--- src/rtl/bin_to_onehot_reg_pkg.sv ---
// Shared decode helpers for binary-index to one-hot conversion, reused by
// this decoder and by arbiter logic that needs the same range rules.
//   bin_in_range_f  : 1 when bin addresses a real bit of a width-bit vector
//   bin_to_onehot_f : one-hot vector (MAX_ONEHOT_WIDTH wide, caller slices),
//                     all zero when bin is out of range
// Callers must keep width below MAX_ONEHOT_WIDTH and their index within
// MAX_BIN_WIDTH bits.
package bin_to_onehot_reg_pkg;

   localparam int unsigned MAX_ONEHOT_WIDTH = 1024;
   localparam int unsigned MAX_BIN_WIDTH    = 10;

   typedef enum logic [1:0] {
      SKID_EMPTY = 2'd0,
      SKID_ONE   = 2'd1,
      SKID_FULL  = 2'd2
   } skid_state_e;

   function automatic logic bin_in_range_f(input logic [MAX_BIN_WIDTH-1:0] bin,
                                           input int unsigned              width);
      return 32'(bin) < width;
   endfunction

   function automatic logic [MAX_ONEHOT_WIDTH-1:0] bin_to_onehot_f(
      input logic [MAX_BIN_WIDTH-1:0] bin,
      input int unsigned              width);
      logic [MAX_ONEHOT_WIDTH-1:0] onehot;
      onehot = '0;
      if (bin_in_range_f(bin, width)) begin
         onehot = MAX_ONEHOT_WIDTH'(1) << bin;
      end
      return onehot;
   endfunction

endpackage

--- src/rtl/bin_to_onehot_reg_skid.sv ---
// skid_buffer_2: generic two-entry valid/ready skid buffer. Full throughput,
// in_ready comes straight from a flop so it never depends on out_ready.
// Ports:
//   clk, rst_n           clock, async active-low reset
//   in_valid/in_ready    upstream handshake (in_ready registered)
//   in_data  [WIDTH]     upstream word
//   out_valid/out_ready  downstream handshake
//   out_data [WIDTH]     downstream word (the main register)
//
// state      | meaning
// -----------+------------------------------------------------------
// SKID_EMPTY | main register invalid, skid invalid
// SKID_ONE   | main register valid, skid invalid
// SKID_FULL  | main and skid valid, in_ready low
module skid_buffer_2
   import bin_to_onehot_reg_pkg::*;
#(
   parameter int unsigned WIDTH = 8
) (
   input  logic             clk,
   input  logic             rst_n,
   input  logic             in_valid,
   output logic             in_ready,
   input  logic [WIDTH-1:0] in_data,
   output logic             out_valid,
   input  logic             out_ready,
   output logic [WIDTH-1:0] out_data
);

   skid_state_e      state_q, state_d;
   logic [WIDTH-1:0] main_q, main_d;
   logic [WIDTH-1:0] skid_q, skid_d;
   logic             in_xfer, out_xfer;

   assign out_valid = (state_q != SKID_EMPTY);
   assign out_data  = main_q;
   assign in_xfer   = in_valid & in_ready;
   assign out_xfer  = out_valid & out_ready;

   always_comb begin
      state_d = state_q;
      main_d  = main_q;
      skid_d  = skid_q;
      case (state_q)
         SKID_EMPTY: begin
            if (in_xfer) begin
               main_d  = in_data;
               state_d = SKID_ONE;
            end
         end
         SKID_ONE: begin
            if (in_xfer && out_xfer) begin
               main_d = in_data;
            end else if (in_xfer) begin
               skid_d  = in_data;
               state_d = SKID_FULL;
            end else if (out_xfer) begin
               state_d = SKID_EMPTY;
            end
         end
         SKID_FULL: begin
            if (out_xfer) begin
               main_d  = skid_q;
               state_d = SKID_ONE;
            end
         end
         default: state_d = SKID_EMPTY;
      endcase
   end

   always_ff @(posedge clk or negedge rst_n) begin
      if (!rst_n) begin
         state_q  <= SKID_EMPTY;
         main_q   <= '0;
         skid_q   <= '0;
         in_ready <= 1'b1;
      end else begin
         state_q  <= state_d;
         main_q   <= main_d;
         skid_q   <= skid_d;
         in_ready <= (state_d != SKID_FULL);
      end
   end

endmodule

--- src/rtl/bin_to_onehot_reg.sv ---
// Registered binary-to-one-hot decoder with valid/ready flow control.
// Decodes ahead of a two-entry skid buffer carrying {err, onehot}, and keeps
// a saturating count of accepted out-of-range indices.
// Ports:
//   clk, rst_n              clock, async active-low reset
//   in_valid/in_ready       input handshake (in_ready registered)
//   in_bin [BIN_WIDTH]      index to decode
//   out_valid/out_ready     output handshake
//   out_onehot [ONEHOT_WIDTH] decoded vector, zero on error
//   out_err                 index was >= ONEHOT_WIDTH
//   err_count [ERR_CNT_WIDTH] saturating out-of-range count
//   err_clear               synchronous clear of err_count
module bin_to_onehot_reg
   import bin_to_onehot_reg_pkg::*;
#(
   parameter int unsigned ONEHOT_WIDTH  = 16,
   parameter int unsigned BIN_WIDTH     = $clog2(ONEHOT_WIDTH),
   parameter int unsigned ERR_CNT_WIDTH = 8
) (
   input  logic                     clk,
   input  logic                     rst_n,
   input  logic                     in_valid,
   output logic                     in_ready,
   input  logic [BIN_WIDTH-1:0]     in_bin,
   output logic                     out_valid,
   input  logic                     out_ready,
   output logic [ONEHOT_WIDTH-1:0]  out_onehot,
   output logic                     out_err,
   output logic [ERR_CNT_WIDTH-1:0] err_count,
   input  logic                     err_clear
);

   localparam int unsigned DATA_WIDTH = ONEHOT_WIDTH + 1;

   logic [MAX_BIN_WIDTH-1:0]    bin_ext;
   logic [MAX_ONEHOT_WIDTH-1:0] onehot_full;
   logic                        in_err;
   logic [DATA_WIDTH-1:0]       in_word, out_word;
   logic                        in_xfer;
   logic                        unused_onehot_hi;

   assign bin_ext     = MAX_BIN_WIDTH'(in_bin);
   assign onehot_full = bin_to_onehot_f(bin_ext, ONEHOT_WIDTH);
   assign in_err      = !bin_in_range_f(bin_ext, ONEHOT_WIDTH);
   assign in_word     = {in_err, onehot_full[ONEHOT_WIDTH-1:0]};
   // Helper returns a fixed wide vector; only the low bits matter here.
   assign unused_onehot_hi = ^onehot_full[MAX_ONEHOT_WIDTH-1:ONEHOT_WIDTH];

   skid_buffer_2 #(
      .WIDTH(DATA_WIDTH)
   ) u_skid (
      .clk      (clk),
      .rst_n    (rst_n),
      .in_valid (in_valid),
      .in_ready (in_ready),
      .in_data  (in_word),
      .out_valid(out_valid),
      .out_ready(out_ready),
      .out_data (out_word)
   );

   assign out_onehot = out_word[ONEHOT_WIDTH-1:0];
   assign out_err    = out_word[ONEHOT_WIDTH];
   assign in_xfer    = in_valid & in_ready;

   // A clear that coincides with an erroneous transfer keeps that one error.
   always_ff @(posedge clk or negedge rst_n) begin
      if (!rst_n) begin
         err_count <= '0;
      end else if (err_clear) begin
         err_count <= (in_xfer && in_err) ? ERR_CNT_WIDTH'(1) : '0;
      end else if (in_xfer && in_err && (err_count != '1)) begin
         err_count <= err_count + ERR_CNT_WIDTH'(1);
      end
   end

endmodule

--- config.mk ---
export PLATFORM = sky130hd
export DESIGN_NAME = bin_to_onehot_reg
export DESIGN_NICKNAME = d
export VERILOG_FILES = /design/src/rtl/bin_to_onehot_reg_pkg.sv /design/src/rtl/bin_to_onehot_reg_skid.sv /design/src/rtl/bin_to_onehot_reg.sv
export SDC_FILE = /design/constraint.sdc
export NUM_CORES = 1
export LEC_CHECK = 0
export BUFFER_PORTS_ARGS = -buffer_cell sky130_fd_sc_hd__buf_2
export CORE_ASPECT_RATIO = 1.1
export CORE_MARGIN = 2
export CORE_UTILIZATION = 30
export DETAILED_ROUTE_END_ITERATION = 10
export GPL_TIMING_DRIVEN = 0
export PLACE_DENSITY = 0.45
export SYNTH_ARGS = -nofsm -noshare
export SYNTH_HDL_FRONTEND = slang
export SYNTH_SLANG_ARGS = --single-unit
--- constraint.sdc ---
create_clock -name clk -period 2.75 [get_ports clk]
set_input_delay 0.4125 -clock clk [delete_from_list [all_inputs] [get_ports clk]]
set_output_delay 0.4125 -clock clk [all_outputs]
set_load 0.01 [all_outputs]
# Yosys cells after proc, flatten, opt, wreduce, memory -nomap -nowiden
# Cells that the tools add are included.
# totals
reg_bits	45
inputBits	9
elab_cells	42
# op_classes
addsub	1
magnitude_cmp	1
eq_ne	7
shifts	1
n_mux	14
bitwise_logic	3
n_reduce_logical	10
# ops
op	n
$mux 17	3
$pmux 17 s3	1
$mux 16	1
$mux 8	2
$shl 1x4->16 const A	1
$mux 2	5
$add 8x1->8 const B	1
$ne 8x8->1 const B	1
$pmux 2 s3	1
$lt 4x5->1 const B	1
$ne 2x1->1 const B	2
$ne 2x2->1 const B	2
$reduce_and 4->1	1
$reduce_bool 2->1	2
$logic_and 1x1->1	3
$reduce_and 3->1	1
$reduce_bool 3->1	1
$and 1x1->1	2
$eq 2x1->1 const B	1
$eq 2x2->1 const B	1
$logic_not 2->1	1
$logic_not 1->1	1
$mux 1	1
$not 1->1	1

# Logic depth before layout (Yosys ltp)
# Gate-level depths: netlist of the first run.
# depth
depth_word	7
ltp_mapped	6
ltp_nobuf	3

# Modules after synthesis
# Synthesis of the first run repeated with hierarchy kept, for this count alone.
# hier_totals
cells_unflattened	147
area_unflattened_um2	2088.3
# modules_own_cells
mod	n_inst	cells_per_inst	area_each_um2	seq_area_each_um2
skid_buffer_2	1	110	1607.8	927.1
bin_to_onehot_reg	1	37	480.5	200.2

# Worst setup path before layout of the first run
# OpenSTA, ideal clock, no wires.
# synth_timing
path_kind	register to register
from	reg u_skid.in_ready
to	reg u_skid.main_q[10], in the netlist u_skid.out_data[10]
setup_time_ps	125
arrival_ps	1642
required_ps	2625
path_slack_ps	983
stages_incl_launch_ff	5
path_buffers	1
period_less_slack_ps	1767
cell_sequence	dfstp_2 nand2_1 o31ai_4 buf_4 mux2_2
# synth_via
elab_chain_cells	4
elab_cells_between_ends	5
cone_classes	2 x eq/ne; 1 x bitwise; 2 x reduce/logical
# synth_rtl
item	line	text
from (decl)	bin_to_onehot_reg_skid.sv:23	output logic in_ready,
from (signal assigned)	bin_to_onehot_reg_skid.sv:81	in_ready <= (state_d != SKID_FULL);
$and 1x1->1 *	bin_to_onehot_reg_skid.sv:37	assign in_xfer = in_valid & in_ready;
$logic_and 1x1->1	bin_to_onehot_reg_skid.sv:52	if (in_xfer && out_xfer) begin
$ne 2x1->1 (no source line)	n/a	
$reduce_and 4->1 (no source line) *	n/a	
to (signal assigned)	bin_to_onehot_reg_skid.sv:79	main_q <= main_d;
to (decl)	bin_to_onehot_reg_skid.sv:31	logic [WIDTH-1:0] main_q, main_d;
# Mark *: on every way between the ends. The rest lies on a longest branch, timed or not.
# A chain may end at the register's enable or synchronous reset.

# Worst setup path in the final report of the first run
# layout_timing
from	reg u_skid.in_ready
to	reg u_skid.main_q[8], in the netlist u_skid.out_data[8]
# Same word-level chain as after synthesis.

==> out/metrics.yaml, run 1 <==
status:
  status: "complete, no violations"
final_layout:
  flow.area_growth_from_synthesis_pct: 18.3
  antennaDiodeCount: 0
  layout.cell_area.non_filler_mm2: 0.00251
  finalNetCount: 190
  drive_gt1_share_pct: 61.0
  layout.cells.non_filler: 267
  utilization_pct: 36.3
power:
  leakage_power_nw: 1.29
  worst_ir_drop_vdd_uv: 235
  power_density_mw_per_mm2: 670
clocking:
  post_cts.repair.setup_buffers: 0
  cts_buffers: 5
  tritoncts_num_sinks: 43
  cts_htree_levels: 2
  clock-root-buffer: "clkbuf_8"
  cts.clk_slew.worst_paths_ps: 80
  post_cts_resize_count: 0
  cts_max_path_buffers: 2
  insertion_delay_ps: 300
  total_of_hold_buffers_inserted_after_clock_tree_synthesis: 0
  tritoncts: "done"
worst_hold_path:
  hold_path_class: "primary input to async pin"
global_route:
  grt_antenna_before_repair: 0
  grt-ovfl-total: 0
  grt_pass1_vias: 1359
  grt_first_pass_wirelength_um: 6650
  grt_use_total_pct: 11.0
  grt_start_max_net_pins: 44
routing:
  route.detailed.drc: 0
  postRouteWirelength_um: 3940
  route.detailed.vias_per_inst: 4.72
  drt_iter0_drc: 22
  ant_nets: 0
  drtPass1Iterations: 2
  detail_route.wl_per_cell_um: 14.8
  detailroute.via_count: 1259
worst_setup_path:
  r2r_end: "u_skid.out_data[8]"
  worst-r2r-setup-slack_ps: 810
  regToRegStartpoint: "u_skid.in_ready"
  critPathArrivalTime_ps: 2120
  worstSetupPathType: "flop to flop"
  capturing_element_of_the_worst_setup_path: "u_skid.out_data[8]"
  cp-end-kind: "flop"
  crit_path_start_kind: "flop"
  reg2regPathDepth: 4
  crit_path_launch: "u_skid.in_ready"
  crit_fanout: 10
  cp_data_required_time_ps: 2930
floorplan:
  rows: 32
  floorplan.io_pins: 36
  die_area_mm2: 0.00778
  starting_density_of_the_core_pct: 30.7
  core_area_mm2: 0.00693
  die_w_um: 84.3
  chipHeight_um: 92.3
synthesis:
  edff_count_synth: 0
  synth_cells: 140
  syn-mean-instance-area_um2: 15.2
  mappedNetlistArea_mm2: 0.00213
  synth-main-ff-cell: "dfrtp_1"
  synth_seq_area_share_pct: 50.7
  post_synth_main_area_contributors: "dfrtp_1 (49%), mux2_2 (25%), bufbuf_16 (4.6%)"
  synth_largest_type_area_fraction_pct: 49.4
  netlist-cell-type-count: 30
  postSynth.asyncResetShare_pct: 100
  post-synth-top-area-cell: "dfrtp_1"
  yosys_warnings: 0
  synth_seq_cells: 43
  synth.net_count: 149
placement:
  standard_cell_area_after_detailed_placement_mm2: 0.00240
  hpwl_dp_um: 2730
  placement.io_buffers: 34
  dp_cells: 259
  routabilityCongestion: 0.714
sta:
  fin_crit_ps: 1940
  totalNegativeSetupSlack_ps: 0
  fmax_ghz: 0.516
  rsz0062_at_grt: "no"
  measured_slew_at_the_worst_slew_check_pin_ps: 956
  fin_worst_skew_ps: 6.67
  hold_slack_ps: 259
  slew_headroom_pct: 36.2
  period_share_pct: 70.4
  final-max-slew-violation-count: 0
  setup_violations: 0
  report.final.hold_viol_count: 0
job:
  max_cap_viol: 0
-- sequential cells by signal (all words and copies together) (netlist names) --
name / count
err_count: 8
u_skid.in_ready: 1
u_skid.out_data: 16
u_skid.skid_q: 16
u_skid.state_q: 2
-- cell type report --
class                      count  area, um2
timing repair buffer          34        170
clock inverter                 3       43.8
sequential                    43       1080
fill                         677       4410
buffer                        10        166
multi-input combinational     86        878
tap                           85        106
clock buffer                   5       68.8
inverter                       1       3.75
-- kinds of logic (layout without fill, tap and decap cells) --
family,Yosys count,count (layout),share of synthesized area [%]
DFF,43,43,50.7
muxes,49,49,25.9
AOI/OAI and AO/OA,4,4,2.00
and+or+nand+nor,32,32,13.2
other,1,1,0.176
buffers and inverters,11,53,8.00
-- per-layer routing --
layer / wire length [um] / track usage, % / share of wire [%]
met4: 52 / 4.44 / 1.3
met5: 0 / 0 / 0
met1: 1720 / 13.1 / 44
met2: 1960 / 18.0 / 50
met3: 211 / 4.05 / 5.3
-- cell usage after synthesis (2+ instances only) --
| cell type | n |
|---|---|
| mux2_2 | 48 |
| nand2_1 | 2 |
| and4b_1 | 3 |
| bufbuf_16 | 3 |
| and4bb_2 | 3 |
| nor4bb_1 | 3 |
| buf_6 | 3 |
| buf_4 | 2 |
| nor4b_1 | 4 |
| nor2b_1 | 8 |
| dfrtp_1 | 42 |
-- worst max-delay path: stages (launching register included) --
cell and delay, ps:
dfstp_2 550, nand2_1 170, o31ai_4 470, buf_4 290, mux2_2 350
-- where the power goes --
group / internal, mW / switching, mW / leakage (nW)
combinational: 0.232 / 0.188 / 0.649
clock: 0.270 / 0.223 / 0.0581
sequential: 0.726 / 0.0464 / 0.587
-- how the worst min path moves through the flow --
stage,slack (ps),to
6_report,260,u_skid.out_data[12]
4_1_cts,300,u_skid.out_data[12]
2_1_floorplan,120,err_count[0]
3_5_place_dp,490,err_count[4]
5_1_grt,330,u_skid.out_data[12]
3_3_place_gp,480,err_count[6]
-- through the flow --
step | power, mW | setup slack [ps]
floorplan | 1.09 | 983
global placement | 1.20 | 808
detailed placement | 1.22 | 761
CTS | 1.72 | 761
global route | 1.78 | 704
finish | 1.69 | 813
-- placed cells by master, fill, tap and decap left out, types with 2 or more instances in the layout --
cell type,netlist,routed
and4b_1,3,3
and4bb_2,3,3
nor2b_1,8,8
clkbuf_8,0,5
buf_4,2,2
buf_6,3,3
dfrtp_1,42,42
nor4bb_1,3,3
bufbuf_16,3,3
mux2_2,48,48
nor4b_1,4,4
buf_2,1,35
nand2_1,2,2
Note: power is estimated with default switching activity, not from simulation.
==> run 2, diff against run 1 <==
--- a/config.mk
+++ b/config.mk
@@ -11,7 +11,7 @@
 export CORE_UTILIZATION = 30
 export DETAILED_ROUTE_END_ITERATION = 10
 export GPL_TIMING_DRIVEN = 0
-export PLACE_DENSITY = 0.45
+export PLACE_DENSITY = 0.47
 export SYNTH_ARGS = -nofsm -noshare
 export SYNTH_HDL_FRONTEND = slang
 export SYNTH_SLANG_ARGS = --single-unit
==> constraint.sdc (replaced) <==
create_clock -name clk -period 1.78 [get_ports clk]
set_input_delay 0.267 -clock clk [delete_from_list [all_inputs] [get_ports clk]]
set_output_delay 0.267 -clock clk [all_outputs]
set_load 0.01 [all_outputs]
==> run 2 against run 1 <==
Against the previous run:
- sequential cell count unchanged
- global-route usage up 0.34 points
- design area down 0.50%
- critical path depth unchanged
- cell count up 0.75%
- via count down 1.4%
==> out/metrics.yaml, run 2 (synthesized netlist as in run 1, its figures left out) <==
placement:
  placement.io_buffers: 34
  hpwl_dp_um: 2870
  standard_cell_area_after_detailed_placement_mm2: 0.00240
  routabilityCongestion: 0.674
floorplan:
  chipHeight_um: 92.3
  die_w_um: 84.3
  floorplan.io_pins: 36
  die_area_mm2: 0.00778
  core_area_mm2: 0.00693
  rows: 32
  starting_density_of_the_core_pct: 30.7
clocking:
  tritoncts_num_sinks: 43
  cts_htree_levels: 2
  cts_max_path_buffers: 2
  cts.clk_slew.worst_paths_ps: 80
  tritoncts: "done"
  clock-root-buffer: "clkbuf_8"
  insertion_delay_ps: 290
  cts_buffers: 5
  post_cts_resize_count: 0
worst_setup_path:
  worstSetupPathType: "flop to flop"
  crit_fanout: 10
  timing.critical_path.slowest_cell_delay_ps: 550
  cp_data_required_time_ps: 1960
  cp_top_family: "flip-flops"
  regToRegStartpoint: "u_skid.in_ready"
  crit_path_launch: "u_skid.in_ready"
  worst-path-buf-inv: 1
  crit_chain: "nand2_1 > o31ai_4 > buf_4 > mux2_2"
  worst-r2r-setup-slack_ps: 110
  crit_path_top_delay_cell: "dfstp_2"
  crit_path_start_kind: "flop"
  critPathArrivalTime_ps: 1850
  cp-end-kind: "flop"
power:
  p_sw_share_pct: 28.3
  power_density_mw_per_mm2: 985
  pwr-share-seq_pct: 48.6
  power_report.internal_total_mw: 1.77
  total_power_mw: 2.46
  clockPowerShare_pct: 24.4
  total_switching_power_mw: 0.698
  part_of_the_power_in_combinational_logic_pct: 27.0
  leakage_power_nw: 1.29
  worst_ir_drop_vdd_uv: 340
global_route:
  grt_start_max_net_pins: 44
  grt_first_pass_wirelength_um: 6730
  grt_use_total_pct: 11.4
  grt_pass1_vias: 1371
  grt_antenna_before_repair: 0
  grt-ovfl-total: 0
final_layout:
  fillers: 694
  most_common_cell_after_layout_fill_and_taps_aside: "mux2_2"
  layout.cells.most_common_list: "mux2_2 (48), dfrtp_1 (42), buf_2 (35), nor2b_1 (8), clkbuf_8 (5)"
  layout.cell_area.non_filler_mm2: 0.00250
  antennaDiodeCount: 0
  finalNetCount: 192
  flow.area_growth_from_synthesis_pct: 17.7
  drive_gt1_share_pct: 60.9
  area.sequential_mm2: 0.00108
  area_of_the_multi_input_gates_um2: 878
sta:
  fin_crit_ps: 1670
  period_share_pct: 93.9
  fin_worst_skew_ps: 4.95
  final-max-slew-violation-count: 0
  hold_slack_ps: 114
  slew_headroom_pct: 36.8
  rsz0062_at_grt: "no"
  measured_slew_at_the_worst_slew_check_pin_ps: 948
  setup_violations: 0
  report.final.hold_viol_count: 0
  fmax_ghz: 0.598
routing:
  drtPass1Iterations: 4
  detail_route.wl_per_cell_um: 15.0
  ant_nets: 0
  detailroute.via_count: 1241
  route.detailed.vias_per_inst: 4.61
  route.detailed.drc: 0
  drt_iter0_drc: 22
  postRouteWirelength_um: 4020
status:
  status: "complete, no violations"
worst_hold_path:
  hold_path_class: "primary input to async pin"
job:
  max_cap_viol: 0
## run 2: metrics by stage
stage               setup TNS (ps)  util, %  setup slack, ps  cells
global placement             -2000     34.7             -162    259
floorplan                        0        -             13.0    140
CTS                              0     36.1             89.6    269
detailed placement           -2930     34.7             -222    259
finish                           0     36.1              108    269
global route                     0     36.1             39.2    269
## run 2: repair_timing
item,CTS,global route
hold buffers,0,0
setup buffers,2,0
setup endpoints to repair,20,0
## run 2: metal layers
metal,wire length (um),GRT usage [%],vias to the layer above
met3,196,3.51,7
met4,76,4.44,0
met2,2040,19.3,26
met1,1700,13.3,619
li1,-,-,589
met5,0,0,-
## run 2: area by class of cell
cell class | count | area share, %
sequential | 43 | 43.0
multi-input combinational | 86 | 35.1
timing repair buffer | 36 | 7.40
buffer | 10 | 6.65
tap | 85 | 4.25
clock buffer | 6 | 2.90
clock inverter | 2 | 0.500
inverter | 1 | 0.150
## run 2: power groups by stage
stage	Clock [mW]	Combinational, mW	Sequential [mW]
6_report	0.602	0.665	1.20
5_1_grt	0.686	0.724	1.22
4_1_cts	0.634	0.683	1.20
3_5_place_dp	0	0.667	1.22
3_3_place_gp	0	0.650	1.21
2_1_floorplan	0	0.444	1.23
## run 2: path summary, 6_finish.rpt
kind                                  endpoint  depth (start not counted)
setup / recovery           u_skid.out_data[11]                          4
hold / removal             u_skid.out_data[10]                          1
setup reg to reg           u_skid.out_data[11]                          4
hold reg to reg                   err_count[0]                          1
max in group asynchronous   u_skid.out_data[0]                          1
min in group clk                  err_count[7]                          2
## run 2: worst reg2reg max path: stages (launching register included)
cell and delay, ps:
dfstp_2 550, nand2_1 180, o31ai_4 240, buf_4 240, mux2_2 360
